$ cat src/rtl/led_chaser_pkg.sv
// Shared encodings for the mirrored LED chaser: pattern modes and the
// bounce direction flag.
package led_chaser_pkg;

  localparam logic [1:0] MODE_CONV   = 2'b00;
  localparam logic [1:0] MODE_DIV    = 2'b01;
  localparam logic [1:0] MODE_BOUNCE = 2'b10;
  localparam logic [1:0] MODE_FILL   = 2'b11;

  localparam logic DIR_IN  = 1'b0;
  localparam logic DIR_OUT = 1'b1;

endpackage

$ cat src/rtl/led_mirror_chaser_tick_prescaler.sv
// Step-rate prescaler: one tick every Step_div+1 enabled cycles.
// Step_div is compared live against the running count, so lowering it
// below the count forces a tick on the next enabled cycle.
module tick_prescaler #(
  parameter int DIV_W = 24
) (
  input  logic             Clk,
  input  logic             RST,
  input  logic             Clr,
  input  logic             En,
  input  logic [DIV_W-1:0] Step_div,
  output logic             tick
);

  logic [DIV_W-1:0] cnt;

  assign tick = En && (cnt >= Step_div);

  // Count enabled cycles, restart on tick or clear, hold while disabled.
  always_ff @(posedge Clk or posedge RST) begin
    if (RST) begin
      cnt <= '0;
    end else if (Clr) begin
      cnt <= '0;
    end else if (En) begin
      if (tick) cnt <= '0;
      else      cnt <= cnt + 1'b1;
    end
  end

endmodule

$ cat src/rtl/led_mirror_chaser.sv
// Mirrored N-LED chaser with converge, diverge, bounce and fill patterns.
// Bit i of the lower half is always mirrored onto bit N-1-i.
//
//   state          | meaning
//   k = H          | blank, LED all off; next tick loads k = 0
//   k = 0..H-1     | lit step index into the current pattern
//   dir = DIR_IN   | bounce walking toward the centre (k rising)
//   dir = DIR_OUT  | bounce walking back to the edges (k falling)
module led_mirror_chaser
  import led_chaser_pkg::*;
#(
  parameter int N     = 8,
  parameter int DIV_W = 24
) (
  input  logic             Clk,
  input  logic             RST,
  input  logic             Clr,
  input  logic             En,
  input  logic [1:0]       Mode,
  input  logic [DIV_W-1:0] Step_div,
  output logic [N-1:0]     LED,
  output logic             Step,
  output logic             Wrap
);

  localparam int H  = N / 2;
  localparam int KW = $clog2(H + 1);
  localparam logic [KW-1:0] K_BLANK = KW'(H);
  localparam logic [KW-1:0] K_LAST  = KW'(H - 1);
  localparam logic [KW-1:0] K_ONE   = KW'(1);

  logic          tick;
  logic [KW-1:0] k_q, k_nxt;
  logic          dir_q, dir_nxt;
  logic [1:0]    mode_q, mode_nxt;
  logic          wrap_nxt;
  logic [N-1:0]  led_nxt;
  logic          lit;

  tick_prescaler #(.DIV_W(DIV_W)) u_prescaler (
    .Clk      (Clk),
    .RST      (RST),
    .Clr      (Clr),
    .En       (En),
    .Step_div (Step_div),
    .tick     (tick)
  );

  // Next step index, direction and latched mode, applied on the next tick.
  always_comb begin
    k_nxt    = k_q;
    dir_nxt  = dir_q;
    mode_nxt = mode_q;
    wrap_nxt = 1'b0;
    if (Mode != mode_q) begin
      mode_nxt = Mode;
      k_nxt    = '0;
      dir_nxt  = DIR_IN;
    end else if (k_q == K_BLANK) begin
      k_nxt   = '0;
      dir_nxt = DIR_IN;
    end else if (mode_q != MODE_BOUNCE) begin
      if (k_q == K_LAST) begin
        k_nxt    = K_BLANK;
        wrap_nxt = 1'b1;
      end else begin
        k_nxt = k_q + 1'b1;
      end
    end else if (dir_q == DIR_IN) begin
      if (k_q == K_LAST) begin
        // Turning point at the centre; with H=2 this lands straight on 0.
        dir_nxt  = DIR_OUT;
        k_nxt    = k_q - 1'b1;
        wrap_nxt = (k_q == K_ONE);
      end else begin
        k_nxt = k_q + 1'b1;
      end
    end else begin
      if (k_q == '0) begin
        dir_nxt = DIR_IN;
        k_nxt   = k_q + 1'b1;
      end else begin
        k_nxt    = k_q - 1'b1;
        wrap_nxt = (k_q == K_ONE);
      end
    end
  end

  // Pattern decoder: lower-half bit pattern for (mode, k), mirrored upward.
  always_comb begin
    led_nxt = '0;
    lit     = 1'b0;
    if (k_nxt != K_BLANK) begin
      for (int i = 0; i < H; i++) begin
        case (mode_nxt)
          MODE_DIV:  lit = (i == H - 1 - int'(k_nxt));
          MODE_FILL: lit = (i <= int'(k_nxt));
          default:   lit = (i == int'(k_nxt));
        endcase
        led_nxt[i]         = lit;
        led_nxt[N - 1 - i] = lit;
      end
    end
  end

  // Sequencer state and registered outputs; Clr outranks a coincident tick.
  always_ff @(posedge Clk or posedge RST) begin
    if (RST) begin
      k_q    <= K_BLANK;
      dir_q  <= DIR_IN;
      mode_q <= MODE_CONV;
      LED    <= '0;
      Step   <= 1'b0;
      Wrap   <= 1'b0;
    end else if (Clr) begin
      k_q   <= K_BLANK;
      dir_q <= DIR_IN;
      LED   <= '0;
      Step  <= 1'b0;
      Wrap  <= 1'b0;
    end else if (tick) begin
      k_q    <= k_nxt;
      dir_q  <= dir_nxt;
      mode_q <= mode_nxt;
      LED    <= led_nxt;
      Step   <= 1'b1;
      Wrap   <= wrap_nxt;
    end else begin
      Step <= 1'b0;
      Wrap <= 1'b0;
    end
  end

endmodule
$ cat config.mk
export PLATFORM = sky130hd
export DESIGN_NAME = led_mirror_chaser
export DESIGN_NICKNAME = d
export VERILOG_FILES = /design/src/rtl/led_chaser_pkg.sv /design/src/rtl/led_mirror_chaser_tick_prescaler.sv /design/src/rtl/led_mirror_chaser.sv
export SDC_FILE = /design/constraint.sdc
export NUM_CORES = 1
export LEC_CHECK = 0
export ABC_CLOCK_PERIOD_IN_PS = 4450
export BUFFER_PORTS_ARGS = -buffer_cell sky130_fd_sc_hd__buf_2
export CAP_MARGIN = 20
export CORE_MARGIN = 4
export CORE_UTILIZATION = 37
export CTS_BUF_LIST = sky130_fd_sc_hd__clkbuf_8
export DETAILED_ROUTE_END_ITERATION = 16
export GPL_ROUTABILITY_DRIVEN = 1
export PLACE_DENSITY = 0.52
export SETUP_SLACK_MARGIN = 0.3
export SLEW_MARGIN = 10
export SYNTH_ARGS = -nofsm -noshare
export SYNTH_HDL_FRONTEND = slang
export SYNTH_SLANG_ARGS = --single-unit
$ cat constraint.sdc
create_clock -name Clk -period 4.45 [get_ports Clk]
set_clock_uncertainty 0.2 [all_clocks]
set_input_delay 0.445 -clock Clk [delete_from_list [all_inputs] [get_ports Clk]]
set_output_delay 0.445 -clock Clk [all_outputs]
set_load 0.01 [all_outputs]
; Word level (Yosys, flattened, before mapping)
; Cells that the tools add are included.
; Widths: inputs -> output; s select.
[classes]
magnitude_cmp = 4
n_reduce_logical = 8
n_eq_ne = 15
n_addsub = 4
bitwise = 1
n_mux = 38
[ops]
columns = op, n
row1 = $mux 24, 3
row2 = $logic_not 32->1, 1
row3 = $mux 3, 9
row4 = $add 24x1->24 const B, 1
row5 = $ge 24x24->1, 1
row6 = $mux 8, 3
row7 = $mux 1, 18
row8 = $eq 3x4->1 const A, 2
row9 = $pmux 1 s2, 4
row10 = $eq 3x3->1 const A, 2
row11 = $le 2x3->1 const A, 2
row12 = $logic_not 3->1, 2
row13 = $eq 2x4->1 const A, 1
row14 = $ne 4x4->1 const B, 1
row15 = $reduce_and 2->1, 2
row16 = $reduce_bool 2->1, 2
row17 = $sub 2x3->4 const A, 1
row18 = $add 3x1->3 const B, 1
row19 = $eq 2x3->1 const A, 1
row20 = $eq 3x1->1 const B, 1
row21 = $eq 3x2->1 const B, 1
row22 = $eq 3x3->1 const B, 1
row23 = $le 1x3->1 const A, 1
row24 = $ne 3x3->1 const B, 1
row25 = 8 further kinds, 8
[word_totals]
input_bits = 30
out_inout_bits = 10
register_bits = 40

; Depth between registers and ports, before layout
; Gate-level depths: netlist (run 1).
[depth]
word_depth = 12
depth_mapped = 11
depth_no_buf = 9

; Hierarchy
; A second synthesis (run 1) with hierarchy kept.
[hier_totals]
hier_cells = 390
area_unflattened_um2 = 3265.6
[by_module_without_submodules]
columns = mod, n_inst, seq_area_each_um2, cells_per_inst, area_each_um2
row1 = tick_prescaler, 1, 600.6, 276, 2239.6
row2 = led_mirror_chaser, 1, 301.5, 114, 1026.0

; Least setup slack after synthesis (run 1)
; Ideal clock, no wire load.
[synth_path]
path_type = input -> register
start = input Step_div[9]
end = register mode_q[0]
setup_time_ns = 0.125
arrival_time_ns = 2.433
cell_stages = 9
slack_ns = 1.692
cell_sequence = inv_1 -> ha_1 -> a21o_1 -> a221o_1 -> a2111oi_4 -> nand3_2 -> o21a_2 -> nand2b_2 -> mux2_2
[synth_between]
elab_chain_cells = 3
[synth_lines]
columns = item, line_no
row1 = "start, declared", led_mirror_chaser.sv:20  ; input logic [DIV_W-1:0] Step_div,
row2 = $ge 24x24->1, led_mirror_chaser_tick_prescaler.sv:17  ; assign tick = En && (cnt >= Step_div);
row3 = $logic_and 1x1->1, led_mirror_chaser_tick_prescaler.sv:17
row4 = $reduce_and 2->1 (no source line), n/a
row5 = "end signal, assigned", led_mirror_chaser.sv:124  ; mode_q <= mode_nxt;
row6 = "end, declared", led_mirror_chaser.sv:35  ; logic [1:0] mode_q, mode_nxt;
; No other way between the ends.
; A chain may end at the register's enable or synchronous reset.

; Worst setup path in the final report (run 1)
[layout_path]
start = register u_prescaler.cnt[9]
end = register u_prescaler.cnt[9]
[layout_between]
elab_chain_cells = 5
elab_cells_between_ends = 6
cone_classes = add/sub: 1 / order compare: 1 / mux: 3 / reduce/logical: 1
[layout_lines]
columns = item, line_no
row1 = "start, declared", led_mirror_chaser_tick_prescaler.sv:15  ; logic [DIV_W-1:0] cnt;
row2 = "start signal, assigned", led_mirror_chaser_tick_prescaler.sv:27  ; else cnt <= cnt + 1'b1;
row3 = $ge 24x24->1, led_mirror_chaser_tick_prescaler.sv:17
row4 = $logic_and 1x1->1, led_mirror_chaser_tick_prescaler.sv:17
row5 = $mux 24 *, led_mirror_chaser_tick_prescaler.sv:26  ; if (tick) cnt <= '0;
row6 = $mux 24 *, led_mirror_chaser_tick_prescaler.sv:25  ; end else if (En) begin
row7 = $mux 24 *, led_mirror_chaser_tick_prescaler.sv:23  ; end else if (Clr) begin
; Mark *: on every way between the ends. The rest lies on a longest branch, timed or not. The select of a mux whose other input is x is not followed.

==> results.cfg, run 1 <==
[synthesis]
synth_xor_area_frac = 0.0721
syn_area_mm2 = 0.00279
synth_nets = 376
synth_seq_cells = 36
synth-edff-count = 0
async_flop_share = 1.00
synth_compound_area_frac = 0.148
synth-simple-area-share = 0.234
synth_top_family_by_area = simple AND/OR/NAND/NOR gates
ys.flop_type = dfrtp_1
yosys_warnings = 0
syn_inst = 316
muxShareOfSynthArea = 0.0116
syn_area_per_cell_um2 = 8.84
synthDistinctLibCells = 62
synth_seq_area_share = 0.323
synthAdderAreaFrac = 0.134

[detailed_routing]
wire_per_inst_um = 12.5
dr.pass1.iters = 4
drc = 0
vias = 2218
drt_iter0_drc = 70
routed_wl_um = 5620
viasPerCell = 4.94
ant_nets = 0

[clock_tree]
h-tree-depth = 2
clock_path_buffers = 2
root_buffer = clkbuf_8
cts_resized = 0
post-cts-setup-buffers = 0
cts_buffers = 5
clock-sinks = 36
cts.clk_slew.worst_paths_ps = 70
cts_tree = yes
cts_hold_buf = 0
insertion_delay_ps = 290

[global_route]
grt_first_pass_wirelength_um = 9620
grt_pass1_vias = 2043
grt_start_max_net_pins = 37
grt_overflow_total = 0
grtUsageTotal = 0.134
antenna_found_initial = 0

[placed_design]
io_buffers = 39
placed_area_mm2 = 0.00302
place_hpwl_um = 4390
pre_cts_slack_ps = 1110
gp_congestion = 0.828

[timing]
fin_crit_ps = 3130
hold_violations = 0
slew_headroom = 0.560
maxSlewViolCount = 0
worst_slack_ps = 1320
setup_violations = 0
fmax_ghz = 0.320
fin_tns_setup_ps = 0
worstMarginPinSlew_ps = 660
rsz0062_at_grt = no
finalCritPeriodShare = 0.703

[die]
core_area_mm2 = 0.00729
die_width_um = 94.9
ios = 40
die_area_mm2 = 0.00900
rows = 31
fp.dieH_um = 94.9
initial_utilization = 0.383

[outcome]
status = completed

[final_layout]
drive_gt1_frac = 0.177
layout_commonest_cell = buf_2
stdcell_area_mm2 = 0.00312
syn_to_final_growth_pct = 11.8
layout.nets = 409
n_fill_cell = 756
final_cell_mix = buf_2 (39), dfrtp_1 (35), nor2_1 (35), inv_1 (32), ha_1 (30)
n_antenna_cell = 0

[worst_setup_path]
path_max_fanout = 19
critPathLaunchType = flop
slowest_stage = nand2b_1
crit_buf_inv = 0
cp_cell_sequence = ha_1, a21o_1, a221o_1, a2111oi_4, nand3_2, o21ai_2, nand2b_1, nor2_1
cpPeakStageDelay_ps = 470
path_class = flop to flop
cp_top_family = compound AO/OA/AOI/OAI gates
endpoint_kind = flop
arrival_ps = 3140
required_ps = 4460

[hold_path]
hold_path_class = input port to asynchronous set/reset pin

[power_and_ir_drop]
vdd_drop_max_mv = 0.106
leakage_uw = 0.00153
p_per_area_mw_per_mm2 = 205

[run]
cap_violations = 0
worst reg2reg max path: cells and delay by family (launching register included):
family | cells | cell delay, ps
fa+ha+maj | 1 | 310
flops | 1 | 420
compound gates | 4 | 1250
simple gates | 3 | 880
sequential cells by signal, indices dropped and copies added, names as in the netlist:
signal	count
Step	1
dir_q	1
k_q	3
LED	4
u_prescaler.cnt	24
mode_q	2
Wrap	1
synthesized netlist by cell type (3+ instances only):
| master | n | share of area |
|---|---|---|
| clkbuf_1 | 4 | 0.0054 |
| nand2_1 | 16 | 0.022 |
| o41ai_1 | 3 | 0.0094 |
| a21o_1 | 4 | 0.011 |
| buf_4 | 5 | 0.013 |
| nor3_1 | 6 | 0.011 |
| xor2_1 | 16 | 0.050 |
| xnor2_1 | 7 | 0.022 |
| buf_6 | 3 | 0.012 |
| nand2b_1 | 8 | 0.018 |
| o21ai_0 | 9 | 0.016 |
| inv_1 | 31 | 0.042 |
| and4_1 | 3 | 0.0094 |
| nor2b_1 | 8 | 0.018 |
| ha_1 | 30 | 0.13 |
| nand3_1 | 15 | 0.027 |
| nand4_1 | 8 | 0.018 |
| a21oi_1 | 19 | 0.034 |
| nor2_1 | 35 | 0.047 |
| dfrtp_1 | 35 | 0.31 |
metrics by stage:
| stage | hold WS [ps] | std cells | total power (µW) | util |
|---|---|---|---|---|
| floorplan | 309 | 316 | 373 | - |
| global placement | 340 | 441 | 392 | 0.415 |
| detailed placement | 350 | 441 | 393 | 0.415 |
| CTS | 63.5 | 449 | 652 | 0.428 |
| global route | 102 | 449 | 674 | 0.428 |
| finish | 50.8 | 449 | 642 | 0.428 |
layout make-up:
cell class | instances | area (µm²) | share of cell area
multi-input cells | 235 | 1680 | 0.537
flip-flops and latches | 36 | 902 | 0.289
repair buffers | 40 | 203 | 0.0649
well taps | 99 | 124 | 0.0397
inverters | 31 | 116 | 0.0373
clock buffers | 7 | 96.3 | 0.0308
clock inverters | 1 | 3.75 | 0.00120
power by group:
group / internal (µW) / switching [µW] / leakage (µW)
clock: 139 / 117 / 0.0000557
combinational: 22.9 / 32.6 / 0.000980
sequential: 328 / 1.40 / 0.000498
total: 490 / 151 / 0.00153
metal layers:
layer / track usage / vias to the layer above / wire length (µm)
li1: - / 1167 / -
met1: 0.184 / 1009 / 2800
met2: 0.217 / 40 / 2560
met3: 0.0191 / 2 / 235
met4: 0.0433 / 0 / 29
met5: 0 / - / 0
logic make-up after synthesis:
logic type                 count (synthesis)
AOI/OAI and AO/OA                         58
and+or+nand+nor                          121
xor gates and xnor gates                  23
adders and majority gates                 30
muxes                                      3
DFF                                       36
buffers and inverters                     45
path summary, 6_finish.rpt:
check | to | depth (start not counted) | start | slack, ps
max | u_prescaler.cnt[9] | 8 | u_prescaler.cnt[9] | 1320
min | Step | 3 | RST | 50
max reg2reg | u_prescaler.cnt[9] | 8 | u_prescaler.cnt[9] | 1320
min reg2reg | LED[6] | 2 | LED[6] | 370
max in group asynchronous | k_q[2] | 3 | RST | 3640
min in group Clk | mode_q[1] | 2 | Mode[1] | 310
No activity file was read; power rests on OpenSTA's default activity.
==> inputs of run 2 (changes only) <==
--- a/config.mk
+++ b/config.mk
@@ -5,7 +5,7 @@
 export SDC_FILE = /design/constraint.sdc
 export NUM_CORES = 1
 export LEC_CHECK = 0
-export ABC_CLOCK_PERIOD_IN_PS = 4450
+export ABC_CLOCK_PERIOD_IN_PS = 2610
 export BUFFER_PORTS_ARGS = -buffer_cell sky130_fd_sc_hd__buf_2
 export CAP_MARGIN = 20
 export CORE_MARGIN = 4
@@ -13,7 +13,7 @@
 export CTS_BUF_LIST = sky130_fd_sc_hd__clkbuf_8
 export DETAILED_ROUTE_END_ITERATION = 16
 export GPL_ROUTABILITY_DRIVEN = 1
-export PLACE_DENSITY = 0.52
+export PLACE_DENSITY = 0.54
 export SETUP_SLACK_MARGIN = 0.3
 export SLEW_MARGIN = 10
 export SYNTH_ARGS = -nofsm -noshare
==> constraint.sdc (replaced) <==
create_clock -name Clk -period 2.61 [get_ports Clk]
set_clock_uncertainty 0.2 [all_clocks]
set_input_delay 0.261 -clock Clk [delete_from_list [all_inputs] [get_ports Clk]]
set_output_delay 0.261 -clock Clk [all_outputs]
set_load 0.01 [all_outputs]
==> results.cfg, run 2 (synthesis results as in run 1) <==
[detailed_routing]
viasPerCell = 4.95
dr.pass1.iters = 4
drt_iter0_drc = 68
vias = 2495
ant_nets = 0
wire_per_inst_um = 13.1
routed_wl_um = 6580
drc = 0

[final_layout]
syn_to_final_growth_pct = 38.0
drive_gt1_frac = 0.380
layout_commonest_cell = buf_4
largest_register_ffs = 24
n_antenna_cell = 0
layout.nets = 464
regMostFlops = u_prescaler.cnt
final_cell_mix = buf_4 (46), buf_2 (39), dfrtp_1 (34), inv_1 (30), ha_1 (26)
n_fill_cell = 726
reg_top3 = u_prescaler.cnt x24, LED x4, k_q x3
stdcell_area_mm2 = 0.00385

[worst_setup_path]
endpoint_kind = flop
path_class = flop to flop
path_max_fanout = 4
arrival_ps = 2640
required_ps = 2580
critPathLaunchType = flop

[timing]
maxSlewViolCount = 0
fmax_ghz = 0.375
timing.hold.ws_ps = 170
worst_slack_ps = -55.9
fin_crit_ps = 2670
slew_headroom = 0.634
rsz0062_at_grt = yes
worstMarginPinSlew_ps = 543
setup_violations = 14
hold_violations = 0
finalCritPeriodShare = 1.02

[placed_design]
gp_congestion = 0.857
placed_area_mm2 = 0.00339
io_buffers = 39
place_hpwl_um = 4820

[hold_path]
hold_path_class = input port to flop

[die]
die_width_um = 94.9
initial_utilization = 0.383
core_area_mm2 = 0.00729
ios = 40
rows = 31
die_area_mm2 = 0.00900
fp.dieH_um = 94.9

[outcome]
violations = negative setup slack
status = finished, violations left

[global_route]
gr-usage-met2 = 0.243
grtUsageTotal = 0.147
top_usage_layer = met2
antenna_found_initial = 0
grt_overflow_total = 0
grt_start_max_net_pins = 37
grt_pass1_vias = 2271
grtUsageMet1 = 0.200
met3_usage = 0.0255
grt_first_pass_wirelength_um = 10600

[clock_tree]
root_buffer = clkbuf_8
cts.clk_slew.worst_paths_ps = 80
clock-sinks = 36
clock_path_buffers = 2
h-tree-depth = 2
cts_tree = yes
insertion_delay_ps = 290
cts_buffers = 5

[power_and_ir_drop]
vdd_drop_max_mv = 0.218
p_per_area_mw_per_mm2 = 286
leakage_uw = 0.00186

[run]
cap_violations = 0
run 2: cell types whose count changed in the layout (fill, tap and decap cells not counted), moves of 3 or more:
cell / before / now
a21oi_1: 19 / 15
a21oi_2: 1 / 4
ha_1: 30 / 26
buf_6: 0 / 5
nor2_4: 0 / 11
nor2_2: 0 / 7
buf_4: 1 / 46
nor2_1: 35 / 17
ha_4: 0 / 4
run 2: critical path: stages (launching register included):
cell	delay, ps
dfrtp_1	390
ha_1	280
and2_4	160
a221o_1	350
a2111oi_4	300
nand3_2	180
o21a_4	260
nand2b_4	80
mux2_2	330
run 2: layout make-up:
cell class                      instances  area (µm²)  share of cell area
Multi-Input combinational cell        235        1930               0.500
Sequential cell                        36         903               0.234
Timing Repair Buffer                   95         697               0.181
Tap cell                               99         124              0.0321
Inverter                               31         116              0.0302
Clock buffer                            5        68.8              0.0179
Clock inverter                          3        18.8             0.00487
run 2: path summary, 6_finish.rpt:
check,startpoint,end,slack [ps],cells past startpoint
max,u_prescaler.cnt[10],mode_q[1],-60,8
min,En,u_prescaler.cnt[1],170,3
max reg2reg,u_prescaler.cnt[10],mode_q[1],-60,8
min reg2reg,LED[6],LED[6],350,2
max in group asynchronous,RST,k_q[0],1430,4
min in group asynchronous,RST,dir_q,420,4
run 2: repair_timing:
item / in CTS / in global routing
buffers inserted: 6 / 4
hold endpoints to repair: 35 / 0
setup endpoints to repair: 36 / 36
resized for setup: 7 / 44
pin swaps: 8 / 6
cloned: 0 / 3
hold buffers: 1 / 0
run 2: stage by stage:
| step | utilization | cells | setup slack (ps) | power (µW) | setup TNS [ps] |
|---|---|---|---|---|---|
| finish | 0.528 | 504 | -55.9 | 1100 | -263 |
| global route | 0.528 | 504 | -151 | 1160 | -3490 |
| CTS | 0.490 | 497 | -30.2 | 1090 | -68.6 |
| detailed placement | 0.465 | 482 | -79.4 | 685 | -347 |
| global placement | 0.465 | 482 | -23.1 | 683 | -59.1 |
| floorplan | - | 316 | -2.19 | 638 | -4.38 |
run 2: per-layer routing:
layer / vias up / share of wire
li1: 1281 / -
met1: 1166 / 0.47
met2: 42 / 0.49
met3: 6 / 0.036
met4: 0 / 0.0082
met5: - / 0
run 2: power by group:
part	total [µW]	switching, µW	internal, µW
Sequential	562	2.19	560
Clock	404	218	186
Combinational	137	73.9	63.5
